`src/rtl/traffic_intersection_ctrl_if.sv`:
```
// Lamp and request bundle between the intersection controller and whatever
// drives its inputs / observes its lamps.
interface traffic_intersection_ctrl_if;
   logic       ped_req;
   logic       night;
   logic       ns_g;
   logic       ns_y;
   logic       ns_r;
   logic       ew_g;
   logic       ew_y;
   logic       ew_r;
   logic       walk;
   logic [2:0] phase;

   modport master (
      output ped_req, night,
      input  ns_g, ns_y, ns_r, ew_g, ew_y, ew_r, walk, phase
   );

   modport slave (
      input  ped_req, night,
      output ns_g, ns_y, ns_r, ew_g, ew_y, ew_r, walk, phase
   );
endinterface

```
`src/rtl/traffic_intersection_ctrl.sv`:
```
// Two-approach intersection controller (north-south / east-west) clocked by
// the divided tick clock newClock. Green, yellow and all-red phases per
// direction, with a night-time flashing mode.
// Optional feature macro: PED_WALK_EN -- when defined, a latched pedestrian
// request stretches the next all-red by WALK_T ticks and lights walk.
//
// state    | meaning
// NS_GO    | north-south green, east-west red
// NS_WAIT  | north-south yellow, east-west red
// ALL_RED1 | both red (optionally with walk), then east-west
// EW_GO    | east-west green, north-south red
// EW_WAIT  | east-west yellow, north-south red
// ALL_RED2 | both red (optionally with walk), then north-south
// FLASH    | night mode: ns yellow and ew red blink together
module traffic_intersection_ctrl #(
   parameter int CNT_W    = 4,
   parameter int GREEN_T  = 6,
   parameter int YELLOW_T = 2,
   parameter int ALLRED_T = 1,
   parameter int WALK_T   = 3
) (
   input logic                       newClock,
   input logic                       rst,
   traffic_intersection_ctrl_if.slave bus
);

   typedef enum logic [2:0] {
      NS_GO    = 3'd0,
      NS_WAIT  = 3'd1,
      ALL_RED1 = 3'd2,
      EW_GO    = 3'd3,
      EW_WAIT  = 3'd4,
      ALL_RED2 = 3'd5,
      FLASH    = 3'd6
   } state_t;

   localparam logic [CNT_W-1:0] GREEN_TC  = CNT_W'(GREEN_T - 1);
   localparam logic [CNT_W-1:0] YELLOW_TC = CNT_W'(YELLOW_T - 1);
   localparam logic [CNT_W-1:0] ALLRED_TC = CNT_W'(ALLRED_T - 1);

   state_t           state, state_nxt;
   logic [CNT_W-1:0] cnt, cnt_nxt;
   logic             blink, blink_nxt;
   logic             cnt_tc;
   logic             all_red;
   logic             ext;
   logic [6:0]       lamps;

`ifdef PED_WALK_EN
   localparam logic [CNT_W-1:0] ALLRED_EXT_TC = CNT_W'(ALLRED_T + WALK_T - 1);
   localparam logic [CNT_W-1:0] WALK_START    = CNT_W'(ALLRED_T);

   logic ped_pend, ped_pend_nxt, ext_nxt;
`else
   assign ext = 1'b0;
`endif

   assign all_red = (state == ALL_RED1) || (state == ALL_RED2);

   // terminal-count compare for the phase the FSM is currently in
   always_comb begin
      cnt_tc = 1'b0;
      case (state)
         NS_GO, EW_GO:       cnt_tc = (cnt == GREEN_TC);
         NS_WAIT, EW_WAIT:   cnt_tc = (cnt == YELLOW_TC);
`ifdef PED_WALK_EN
         ALL_RED1, ALL_RED2: cnt_tc = ext ? (cnt == ALLRED_EXT_TC) : (cnt == ALLRED_TC);
`else
         ALL_RED1, ALL_RED2: cnt_tc = (cnt == ALLRED_TC);
`endif
         default:            cnt_tc = 1'b0;
      endcase
   end

   // next state, phase counter, blink and pedestrian bookkeeping
   always_comb begin
      state_nxt = state;
      cnt_nxt   = cnt + CNT_W'(1);
      blink_nxt = blink;
`ifdef PED_WALK_EN
      ext_nxt      = ext;
      ped_pend_nxt = ped_pend | bus.ped_req;
`endif
      case (state)
         NS_GO:    if (cnt_tc) state_nxt = NS_WAIT;
         NS_WAIT:  if (cnt_tc) state_nxt = ALL_RED1;
         ALL_RED1: if (cnt_tc) state_nxt = bus.night ? FLASH : EW_GO;
         EW_GO:    if (cnt_tc) state_nxt = EW_WAIT;
         EW_WAIT:  if (cnt_tc) state_nxt = ALL_RED2;
         ALL_RED2: if (cnt_tc) state_nxt = bus.night ? FLASH : NS_GO;
         FLASH: begin
            cnt_nxt   = '0;
            blink_nxt = ~blink;
            if (!bus.night) state_nxt = ALL_RED2;
         end
         default:  state_nxt = NS_GO;
      endcase
      if (cnt_tc) cnt_nxt = '0;
      if (state_nxt == FLASH && state != FLASH) blink_nxt = 1'b1;
`ifdef PED_WALK_EN
      // flash freezes the latch; leaving flash never grants a walk
      if (state == FLASH) begin
         ped_pend_nxt = ped_pend;
         ext_nxt      = 1'b0;
      end
      // a request arriving on the entry edge itself re-arms the latch
      if (cnt_tc && (state == NS_WAIT || state == EW_WAIT) && ped_pend) begin
         ext_nxt      = 1'b1;
         ped_pend_nxt = bus.ped_req;
      end
      if (cnt_tc && all_red) ext_nxt = 1'b0;
`endif
   end

   // state register and phase counter
   always_ff @(posedge newClock or negedge rst) begin
      if (!rst) begin
         state <= NS_GO;
         cnt   <= '0;
         blink <= 1'b0;
      end else begin
         state <= state_nxt;
         cnt   <= cnt_nxt;
         blink <= blink_nxt;
      end
   end

`ifdef PED_WALK_EN
   // pedestrian latch and all-red extension flag
   always_ff @(posedge newClock or negedge rst) begin
      if (!rst) begin
         ped_pend <= 1'b0;
         ext      <= 1'b0;
      end else begin
         ped_pend <= ped_pend_nxt;
         ext      <= ext_nxt;
      end
   end
`endif

   // Moore lamp decode: {ns_g, ns_y, ns_r, ew_g, ew_y, ew_r}
   always_comb begin
      lamps = 7'b0;
      case (state)
         NS_GO:              lamps[6:1] = 6'b100_001;
         NS_WAIT:            lamps[6:1] = 6'b010_001;
         ALL_RED1, ALL_RED2: lamps[6:1] = 6'b001_001;
         EW_GO:              lamps[6:1] = 6'b001_100;
         EW_WAIT:            lamps[6:1] = 6'b001_010;
         FLASH:              lamps[6:1] = {1'b0, blink, 3'b000, blink};
         default:            lamps[6:1] = 6'b100_001;
      endcase
`ifdef PED_WALK_EN
      lamps[0] = ext && all_red && (cnt >= WALK_START);
`else
      lamps[0] = ext;
`endif
   end

   assign bus.ns_g  = lamps[6];
   assign bus.ns_y  = lamps[5];
   assign bus.ns_r  = lamps[4];
   assign bus.ew_g  = lamps[3];
   assign bus.ew_y  = lamps[2];
   assign bus.ew_r  = lamps[1];
   assign bus.walk  = lamps[0];
   assign bus.phase = state;

endmodule

```
`src/flat_wrapper.sv`:
```
// flat-port wrapper written by rule: the top's interface ports become plain ports
module traffic_intersection_ctrl_flat 
#(
   parameter int CNT_W    = 4,
   parameter int GREEN_T  = 6,
   parameter int YELLOW_T = 2,
   parameter int ALLRED_T = 1,
   parameter int WALK_T   = 3
)
  (newClock, rst, bus_ped_req, bus_night, bus_ns_g, bus_ns_y, bus_ns_r, bus_ew_g, bus_ew_y, bus_ew_r, bus_walk, bus_phase);
  traffic_intersection_ctrl_if bus_i ();
  input logic newClock;
  input logic rst;
  input wire logic [$bits(bus_i.ped_req)-1:0] bus_ped_req;
  input wire logic [$bits(bus_i.night)-1:0] bus_night;
  output wire logic [$bits(bus_i.ns_g)-1:0] bus_ns_g;
  output wire logic [$bits(bus_i.ns_y)-1:0] bus_ns_y;
  output wire logic [$bits(bus_i.ns_r)-1:0] bus_ns_r;
  output wire logic [$bits(bus_i.ew_g)-1:0] bus_ew_g;
  output wire logic [$bits(bus_i.ew_y)-1:0] bus_ew_y;
  output wire logic [$bits(bus_i.ew_r)-1:0] bus_ew_r;
  output wire logic [$bits(bus_i.walk)-1:0] bus_walk;
  output wire logic [$bits(bus_i.phase)-1:0] bus_phase;
  assign bus_i.ped_req = bus_ped_req;
  assign bus_i.night = bus_night;
  assign bus_ns_g = bus_i.ns_g;
  assign bus_ns_y = bus_i.ns_y;
  assign bus_ns_r = bus_i.ns_r;
  assign bus_ew_g = bus_i.ew_g;
  assign bus_ew_y = bus_i.ew_y;
  assign bus_ew_r = bus_i.ew_r;
  assign bus_walk = bus_i.walk;
  assign bus_phase = bus_i.phase;
  traffic_intersection_ctrl #(.CNT_W(CNT_W), .GREEN_T(GREEN_T), .YELLOW_T(YELLOW_T), .ALLRED_T(ALLRED_T), .WALK_T(WALK_T)) u_core (.newClock(newClock), .rst(rst), .bus(bus_i));
endmodule
```
`config.mk`:
```
export PLATFORM = sky130hd
export DESIGN_NAME = traffic_intersection_ctrl_flat
export DESIGN_NICKNAME = d
export VERILOG_FILES = /design/src/rtl/traffic_intersection_ctrl_if.sv /design/src/rtl/traffic_intersection_ctrl.sv /design/src/flat_wrapper.sv
export SDC_FILE = /design/constraint.sdc
export NUM_CORES = 1
export LEC_CHECK = 0
export CAP_MARGIN = 5
export CORE_AREA = 4 4 41 43
export DETAILED_ROUTE_END_ITERATION = 10
export DIE_AREA = 0 0 45 47
export DONT_BUFFER_PORTS = 1
export GPL_ROUTABILITY_DRIVEN = 0
export PLACE_DENSITY = 0.79
export SETUP_SLACK_MARGIN = 0.1
export SLEW_MARGIN = 20
export SYNTH_ARGS = -nofsm -noshare
export SYNTH_HDL_FRONTEND = slang
export SYNTH_SLANG_ARGS = --single-unit
```
`constraint.sdc`:
```
create_clock -name newClock -period 1.5 [get_ports newClock]
set_input_delay 0.3 -clock newClock [delete_from_list [all_inputs] [get_ports newClock]]
set_output_delay 0.3 -clock newClock [all_outputs]
set_load 0.01 [all_outputs]
```
==> out/results.tsv, run 1 <==
metric	value	unit
syn_inst	78	
ctsHtreeMaxLevel	1	
synth_mux_area_share	1.43	%
cts.path.max_buffers	2	
synth_seq_cells	8	
mappedNetlistArea	699	um^2
portBuffers	0	
synth_compound_area_share	25.0	%
placed_area	801	um^2
grt_max_degree	12	
die_x	45	um
worst-ep-kind	primary output	
synth_top_family_by_area	compound AO/OA/AOI/OAI gates	
synth-simple-area-share	20.8	%
dpl.cell_count	103	
postSynthAreaPerCell	8.97	um^2
pre_cts_ws	-108	ps
tool.error	[ERROR DPL-0033] detailed placement checks failed during check placement.	
haltStage	global routing (5_1_grt)	
numCtsBuffers	3	
synth-async-reset-ratio	100	%
syn_nets	85	
start_util	53.8	%
synth-main-ff-cell	dfrtp_1	
antenna_found_initial	0	
worstEndpointGrtRepair	bus_ew_g	
clock-sinks	8	
cts_root_buffer	clkbuf_4	
synth-seq-area-share	28.6	%
synth_edf_count	0	
yosys.area_share.adder	5.37	%
status	aborted with a tool error	
io-pin-count	14	
dp_hpwl	1330	um
yosysUniqueCellTypes	39	
rows	13	
dieHeight	47	um
yosys_warnings	0	
synth_xor_area_share	6.26	%
[what timing repair did]
item	4_1_cts
setup endpoints to repair	14
buffers inserted	12
resized for setup	48
cloned	0
hold buffers	1
pin swaps	8
hold endpoints to repair	8
[logic make-up after synthesis]
logic type,Yosys count
AOI/OAI and AO/OA,23
xor gates and xnor gates,5
adders and majority gates,3
buffers and inverters,12
DFF,8
muxes,1
other,1
and+or+nand+nor,25
[synthesized netlist by cell type (all sizes together), types with 2 or more instances]
cell type / number / share of area [%]
dfrtp: 8 / 29
inv: 6 / 3.2
a21oi: 5 / 3.6
nand2: 4 / 2.1
a2111oi: 3 / 4.7
buf: 3 / 4.3
clkbuf: 3 / 4.5
ha: 3 / 5.4
nand2b: 3 / 2.7
nand3: 3 / 2.1
nor2: 3 / 1.6
nor2b: 3 / 2.7
o21ai: 3 / 2.1
or3b: 3 / 3.8
xor2: 3 / 3.8
nor3: 2 / 1.4
xnor2: 2 / 2.5
[through the flow]
step / setup TNS, ps / hold slack [ps]
4_1_cts: -130 / 304
2_1_floorplan: 0 / 4.41
3_3_place_gp: -74.6 / 4.57
3_5_place_dp: -236 / 4.58
==> inputs of run 2 (changes only) <==
--- a/config.mk
+++ b/config.mk
@@ -6,13 +6,12 @@
 export NUM_CORES = 1
 export LEC_CHECK = 0
 export CAP_MARGIN = 5
-export CORE_AREA = 4 4 41 43
+export CORE_AREA = 4 4 65 67
 export DETAILED_ROUTE_END_ITERATION = 10
-export DIE_AREA = 0 0 45 47
+export DIE_AREA = 0 0 69 71
 export DONT_BUFFER_PORTS = 1
 export GPL_ROUTABILITY_DRIVEN = 0
-export PLACE_DENSITY = 0.79
-export SETUP_SLACK_MARGIN = 0.1
+export PLACE_DENSITY_LB_ADDON = 0.15
 export SLEW_MARGIN = 20
 export SYNTH_ARGS = -nofsm -noshare
 export SYNTH_HDL_FRONTEND = slang
==> constraint.sdc (replaced) <==
create_clock -name newClock -period 2 [get_ports newClock]
set_input_delay 0.4 -clock newClock [delete_from_list [all_inputs] [get_ports newClock]]
set_output_delay 0.4 -clock newClock [all_outputs]
set_load 0.01 [all_outputs]
==> run 2 against run 1 <==
Against the previous run: the run now ends clean; area after synthesis did not move; synthesized cell count did not move.
==> out/results.tsv, run 2 <==
metric	value	unit
wl	1720	um
powerDensity	1670	nW/um^2
grt_overflow	0	
rsz0062_at_grt	false	
mappedNetlistArea	699	um^2
synth-main-ff-cell	dfrtp_1	
status	finished, final reports clean	
arrival	1480	ps
r2r_slack	310	ps
avgViaCountPerCell	4.48	
drt-initial-drc-count	23	
diodes	0	
ant_nets	0	
hold_start	bus_night	
cp-start-kind	flop	
cpLargestDelayFamily	flip-flops	
tritoncts	built	
dp_hpwl	1340	um
yosys_warnings	0	
die_x	69	um
pre_cts_ws	318	ps
fin_tns_setup	0	ps
syn_to_final_growth	15.7	%
ctsHtreeMaxLevel	1	
route.vias.total	592	
reg2reg_from	u_core.cnt[0]	
synth.top_cells.by_count	dfrtp_1 (8), inv_1 (6), a21oi_1 (5)	
mostFrequentLayoutCells	buf_4 (8), dfrtp_1 (8), inv_1 (6), a21oi_1 (5), nand2_1 (4)	
clk_pin_slew	40	ps
holdPathEnd	u_core.bus.phase[2]	
io-pin-count	14	
rows	22	
fin_skew	1.79	ps
cts_resized	0	
grt_first_pass_wirelength	2950	um
first_pass_iters	4	
ir_worst_vdd	0.488	mV
power	1.35	mW
grt_max_degree	14	
grt_pass1_vias	625	
numCtsBuffers	3	
portBuffers	0	
dieHeight	71	um
cp-end-kind	output pin	
postSynthAreaPerCell	8.97	um^2
core	3630	um^2
regMostFlops	u_core.cnt	
die_area	4900	um^2
cts.path.max_buffers	2	
synth_edf_count	0	
drc_errors	0	
finalSetupViolCount	0	
antenna_found_initial	0	
setup_slack	118	ps
r2r_cells	5	
holdWs	418	ps
crit_required	1600	ps
yosysTopAreaCellShare	28.6	%
start_util	19.2	%
timing.rr.end	u_core.cnt[1]	
hold_violations	0	
synth-seq-area-share	28.6	%
grt_util_all_layers	7.31	%
p_leak	0.319	nW
fin_cells	132	
path_buf_inv	1	
dpl.cell_count	128	
critical_path.cell_chain	buf_4, nand2b_1, o2bb2ai_1	
clock-sinks	8	
synth_top_area_cell	dfrtp_1	
cts_root_buffer	clkbuf_8	
placed_area	758	um^2
synth_seq_cells	8	
synthTopCellsByArea	dfrtp_1 (29%), ha_1 (5.4%), clkbuf_8 (3.9%)	
syn_nets	85	
fmax	531	MHz
syn_inst	78	
hold_class	in2reg	
nets	93	
crit_start	u_core.bus.phase[0]	
slowest_delay	530	ps
finalWorstPathRequiredPeriod	1880	ps
largest_reg_flops	4	
path_max_fanout	11	
utilization	22.3	%
fin_crit_sh	94.1	%
finalMaxSlewViolations	0	
min_delay_path_depth	2	
yosysUniqueCellTypes	39	
routedWlPerCell	13.0	um
crit_type	reg2out	
cap_violations	0	
synth.most_common_cell	dfrtp_1	
synth-async-reset-ratio	100	%
finish.instance_area	810	um^2
final_layout_size_suffix_gt1_share	19.0	%
clock_latency	230	ps
crit_path_top_delay_cell	dfrtp_1	
-- run 2: cell counts after synthesis --
No cell type changed its count.
-- run 2: logic make-up (layout without fill, tap and decap cells) --
family | Yosys count | count (layout) | share of synthesized area [%]
AOI/OAI and AO/OA | 23 | 23 | 25.0
and+or+nand+nor | 25 | 25 | 20.8
other | 1 | 1 | 0.536
xor gates and xnor gates | 5 | 5 | 6.26
adders and majority gates | 3 | 3 | 5.37
buffers and inverters | 12 | 18 | 12.0
muxes | 1 | 1 | 1.43
DFF | 8 | 8 | 28.6
-- run 2: per-layer routing --
metal | vias to the layer above | global-route usage [%] | routed length, um
met2 | 13 | 13.0 | 828
met3 | 2 | 1.28 | 65
met5 | - | 0 | 0
met1 | 278 | 8.78 | 817
met4 | 0 | 2.60 | 10
li1 | 299 | - | -
-- run 2: power breakdown --
part / internal [mW] / switching [mW]
sequential: 0.235 / 0.152
combinational: 0.361 / 0.405
clock: 0.131 / 0.0662
-- run 2: layout make-up --
cell class	count	area, um^2
flip-flops and latches	8	200
clock buffers	3	41.3
well taps	48	60.1
repair buffers	9	70.1
fillers	413	2820
inverters	6	22.5
multi-input cells	58	415
-- run 2: worst max-delay path by stage --
stage | to | slack (ps) | cells past startpoint
finish | bus_ns_y | 120 | 3
global route | bus_ns_y | 40 | 3
CTS | bus_ns_y | 90 | 3
detailed placement | u_core.cnt[1] | 320 | 4
global placement | u_core.cnt[1] | 270 | 5
floorplan | bus_ew_r | 420 | 4
-- run 2: timing repair --
action / in CTS / in global routing
setup buffers: 0 / 0
endpoints found under the hold margin: 8 / 0
hold buffers: 1 / 0
-- run 2: worst reg2reg max path: cells and delay by family (launching register included) --
family	cells	cell delay, ps
DFF	1	400
and+or+nand+nor	1	490
buffers and inverters	1	90
AOI/OAI and AO/OA	2	390
adders and majority gates	1	200
Note: power is estimated with default switching activity, not from simulation.
